--- config.mk ---
export PLATFORM = sky130hd
export DESIGN_NAME = mario_anim_ctrl
export DESIGN_NICKNAME = d
export VERILOG_FILES = /design/src/rtl/mario_anim_ctrl.sv
export SDC_FILE = /design/constraint.sdc
export NUM_CORES = 1
export LEC_CHECK = 0
export CAP_MARGIN = 20
export CORE_ASPECT_RATIO = 0.9
export CORE_UTILIZATION = 48
export CTS_CLUSTER_DIAMETER = 50
export CTS_CLUSTER_SIZE = 28
export DETAILED_ROUTE_END_ITERATION = 10
export PLACE_DENSITY_LB_ADDON = 0.2
export SYNTH_ARGS = -nofsm -noshare
export SYNTH_HDL_FRONTEND = slang
export SYNTH_SLANG_ARGS = --single-unit
--- constraint.sdc ---
create_clock -name clk -period 4.9 [get_ports clk]
set_clock_uncertainty 0.2 [all_clocks]
set_input_delay 0.98 -clock clk [delete_from_list [all_inputs] [get_ports clk]]
set_output_delay 0.98 -clock clk [all_outputs]
set_load 0.03 [all_outputs]
--- src/rtl/mario_anim_ctrl.sv ---
// Mario pose sequencer and 32x32 sprite pixel pipeline (3-clock scan-to-pixel latency).
// Define MARIO_MIRROR_EN to reuse the right-facing ROMs for left poses via horizontal mirroring.
module mario_anim_ctrl #(
    parameter int          SPR_DIM    = 32,
    parameter int          ADDR_W     = 10,
    parameter int          WALK_TICKS = 8,
    parameter logic [11:0] TRANSP_KEY = 12'hF0F
) (
    input  logic              clk,
    input  logic              reset_n,
    input  logic              frame_tick,
    input  logic              move_left,
    input  logic              move_right,
    input  logic              airborne,
    input  logic              bright,
    input  logic [9:0]        hcount,
    input  logic [9:0]        vcount,
    input  logic [9:0]        mario_x,
    input  logic [9:0]        mario_y,
    output logic [ADDR_W-1:0] rom_addr,
    output logic [2:0]        rom_sel,
    input  logic [11:0]       rom_pixel,
    output logic              pix_valid,
    output logic [11:0]       pix_rgb,
    output logic [1:0]        pose_state
);
    // state  | meaning
    // IDLE   | standing, no direction held
    // WALK_A | walk stride frame (walk ROM)
    // WALK_B | walk stride frame (idle ROM)
    // JUMP   | airborne
    localparam int LW = $clog2(SPR_DIM);
    localparam int CW = (WALK_TICKS > 1) ? $clog2(WALK_TICKS) : 1;

    typedef enum logic [1:0] {
        IDLE   = 2'd0,
        WALK_A = 2'd1,
        WALK_B = 2'd2,
        JUMP   = 2'd3
    } pose_t;

    pose_t         state, state_nx;
    logic          facing_left, facing_nx;
    logic [CW-1:0] cnt, cnt_nx;
    logic [2:0]    sel_nx;
    logic          one_dir;

    assign one_dir    = move_left ^ move_right;
    assign pose_state = state;

    always_ff @(posedge clk or negedge reset_n) begin
        if (!reset_n) begin
            state       <= IDLE;
            facing_left <= 1'b0;
            cnt         <= '0;
            rom_sel     <= 3'd0;
        end else begin
            state       <= state_nx;
            facing_left <= facing_nx;
            cnt         <= cnt_nx;
            rom_sel     <= sel_nx;
        end
    end

    always_comb begin
        state_nx  = state;
        facing_nx = facing_left;
        cnt_nx    = cnt;
        sel_nx    = rom_sel;
        if (frame_tick) begin
            if (one_dir) facing_nx = move_left;
            if (airborne) begin
                state_nx = JUMP;
                cnt_nx   = '0;
            end else if (one_dir) begin
                if (state == IDLE || state == JUMP) begin
                    state_nx = WALK_A;
                    cnt_nx   = '0;
                end else if (cnt == CW'(WALK_TICKS - 1)) begin
                    state_nx = (state == WALK_A) ? WALK_B : WALK_A;
                    cnt_nx   = '0;
                end else begin
                    cnt_nx = cnt + 1'b1;
                end
            end else begin
                state_nx = IDLE;
                cnt_nx   = '0;
            end
            case (state_nx)
                WALK_A:  sel_nx[2:1] = 2'd1;
                JUMP:    sel_nx[2:1] = 2'd2;
                default: sel_nx[2:1] = 2'd0;
            endcase
`ifdef MARIO_MIRROR_EN
            sel_nx[0] = 1'b0;
`else
            sel_nx[0] = facing_nx;
`endif
        end
    end

    // 11-bit differences: a scan position left of/above the sprite goes negative and sets high bits
    logic [10:0]       dx, dy;
    logic              hit, hit_d1, hit_d2;
    logic [LW-1:0]     col;
    logic [ADDR_W-1:0] addr_nx;

    assign dx  = {1'b0, hcount} - {1'b0, mario_x};
    assign dy  = {1'b0, vcount} - {1'b0, mario_y};
    assign hit = bright && (dx[10:LW] == '0) && (dy[10:LW] == '0);
`ifdef MARIO_MIRROR_EN
    assign col = facing_left ? ~dx[LW-1:0] : dx[LW-1:0];
`else
    assign col = dx[LW-1:0];
`endif
    assign addr_nx = {dy[LW-1:0], col};

    always_ff @(posedge clk or negedge reset_n) begin
        if (!reset_n) begin
            rom_addr  <= '0;
            hit_d1    <= 1'b0;
            hit_d2    <= 1'b0;
            pix_valid <= 1'b0;
            pix_rgb   <= 12'h000;
        end else begin
            if (hit) rom_addr <= addr_nx;
            hit_d1 <= hit;
            hit_d2 <= hit_d1;
            if (hit_d2 && rom_pixel != TRANSP_KEY) begin
                pix_valid <= 1'b1;
                pix_rgb   <= rom_pixel;
            end else begin
                pix_valid <= 1'b0;
                pix_rgb   <= 12'h000;
            end
        end
    end
endmodule

==> impl_metrics.toml <==
[outcome]
outcome = "complete, no violations"

[yosys]
synth_top_cell_area_share = 0.359
synth_top_cell_by_area = "dfrtp_1"
netlist_area_um2 = 2300
synthTopCellsByArea = "dfrtp_1, ha_1, inv_1"
synth_edf_count = 0
synth_nets = 319
yosysWarningCount = 0
synth-seq-cells = 33
ys.flop_type = "dfrtp_1"
async_reset_ff_frac = 1.00
yosys-top-cells-count = "inv_1, dfrtp_1, ha_1, nor2_1, o21ai_0"
synth_cell_types = 53
syn_inst = 234
ys_seq_area_frac = 0.359
yosysMostFrequentCell = "inv_1"
avgSynthCellArea_um2 = 9.84

[clock_network]
cts-root-buf = "clkbuf_8"
numCtsBuffers = 5
clock_latency_ps = 280
cts_buffer_depth = 2
path_clk_slew_ps = 60
htreeDepth = 2
clock_sinks = 33
ctsHoldBuffers = 0
cts_tree = "built"
cts_setup_buffers = 0
cts-resized-gates = 0

[power_and_ir_drop]
power_density_nw_per_um2 = 211
p_leak_uw = 0.00154
vdd_ir_drop_max_mv = 0.108

[detailed_routing]
vias = 1989
drt-initial-drc-count = 78
wl_um = 4790
antenna_left = 0
drcViolationCount = 0
avgRoutedWirePerCell_um = 12.3
dr.pass1.iters = 4
drt-vias-per-instance = 5.11

[place]
dp.cells = 381
io_buffers = 86
dpl_cell_area_um2 = 3230
gp_congestion = 0.877
hpwl_um = 3990

[setup_path]
critPathArrivalTime_ps = 3900
reg2reg_to = "pose_state[0]"
slowest_delay_ps = 450
reg2reg_from = "cnt[0]"
crit_buf_inv = 3
startpoint = "hcount[0]"
required_ps = 4860
reg2reg_depth = 6
worstSetupStartpointType = "primary input"
worst-r2r-setup-slack_ps = 3090
endpoint_kind = "flip-flop"
crit_type = "primary input to flip-flop"
path_delay_family = "buffers and inverters"
crit_fanout = 10
cp_cell_sequence = "clkdlybuf4s50_1 -> inv_1 -> ha_1 -> fa_1 -> and2b_1 -> o2111ai_1 -> nand3_1 -> o21ai_0 -> or3b_4 -> a311oi_2 -> buf_4 -> mux2_4"
cpMaxStageDelayCell = "clkdlybuf4s50_1"

[floorplan]
start_util = 0.510
die_area_um2 = 5080
num_io_pins = 87
die_w_um = 75.0
fp-row-count = 23
die_h_um = 67.7
core-area_um2 = 4520

[timing]
fin_tns_setup_ps = 0
timing.final.crit_share = 0.803
setup_violations = 0
grt_setup_unrepaired = "false"
hold_ws_ps = 153
period_minus_slack_ps = 3930
fmax_ghz = 0.254
tightest_slew_ps = 383
finalMaxSlewViolations = 0
hold_violations = 0
slew_headroom = 0.744

[hold_path]
min_path_cells = 0
hold_start = "hit_d1"
min_path_type = "flip-flop to flip-flop"
holdPathEnd = "hit_d2"

[finish]
syn_to_final_growth_pct = 44.2
fill_cells = 346
fin_nets = 411
final_area_um2 = 3320
n_antenna_cell = 0
drive_gt1_frac = 0.0826
final_cells = 389

[global_routing]
grt_first_pass_wirelength_um = 7990
grt.total_usage = 0.206
grt_pass1_vias = 1905
grt_max_degree = 34
antenna_found_initial = 0
grt_overflow = 0

[flow_run]
cap_violations = 0
## worst max path at each step
stage                             end  slack [ps]  cells after the start
after CTS                 rom_addr[8]         950                     12
after floorplan           rom_addr[2]        1310                     11
after global placement    rom_addr[2]         720                     12
final                     rom_addr[8]         970                     12
after global routing      rom_addr[8]         740                     12
after detailed placement  rom_addr[7]         650                     12
## sequential cells by signal, summed over array words and instances, names as in the netlist
register and flops:
pix_rgb 12, rom_addr 10, cnt 3, rom_sel 3, pose_state 2, hit_d1 1, hit_d2 1, pix_valid 1
## per-stage QoR
stage / power (µW) / util / setup WS [ps]
floorplan: 424 / - / 1310
global placement: 510 / 0.716 / 720
detailed placement: 514 / 0.716 / 655
CTS: 708 / 0.735 / 948
global route: 743 / 0.735 / 744
finish: 702 / 0.735 / 967
## where the power goes
group	total, µW	internal (µW)	switching, µW
registers	287	281	5.96
clock network	192	97.7	94.1
logic	224	118	106
## area by class of cell
| type | count | area (µm²) | share of cell area |
|---|---|---|---|
| Timing Repair Buffer | 88 | 876 | 0.264 |
| Inverter | 36 | 135 | 0.0407 |
| Clock inverter | 3 | 17.5 | 0.00528 |
| Sequential cell | 33 | 826 | 0.249 |
| Multi-Input combinational cell | 162 | 1320 | 0.398 |
| Clock buffer | 5 | 68.8 | 0.0207 |
| Tap cell | 62 | 77.6 | 0.0234 |
## cell usage in the layout, fill, tap and decap left out, types with 6 or more instances in the layout
cell,instances
clkdlybuf4s50_1,86
inv_1,36
dfrtp_1,33
ha_1,24
nor2_1,15
o21ai_0,13
and2_1,12
a21oi_1,12
o21a_1,7
mux2i_1,6
mux2_4,6
## metal layers
| layer | vias to the layer above | GRT usage | wire length, µm |
|---|---|---|---|
| li1 | 1015 | - | - |
| met1 | 904 | 0.246 | 2070 |
| met2 | 63 | 0.364 | 2370 |
| met3 | 7 | 0.0403 | 280 |
| met4 | 0 | 0.0755 | 63 |
| met5 | - | 0 | 0 |
## kinds of logic after synthesis
group                      after synthesis  share of synthesized area
AOI/OAI and AO/OA                       61                      0.191
and+or+nand+nor                         56                      0.140
buffers and inverters                   39                     0.0684
DFF                                     33                      0.358
adders and majority gates               26                      0.148
muxes                                   14                     0.0750
xor gates and xnor gates                 5                     0.0190
Note: power is estimated with default switching activity, not from simulation.
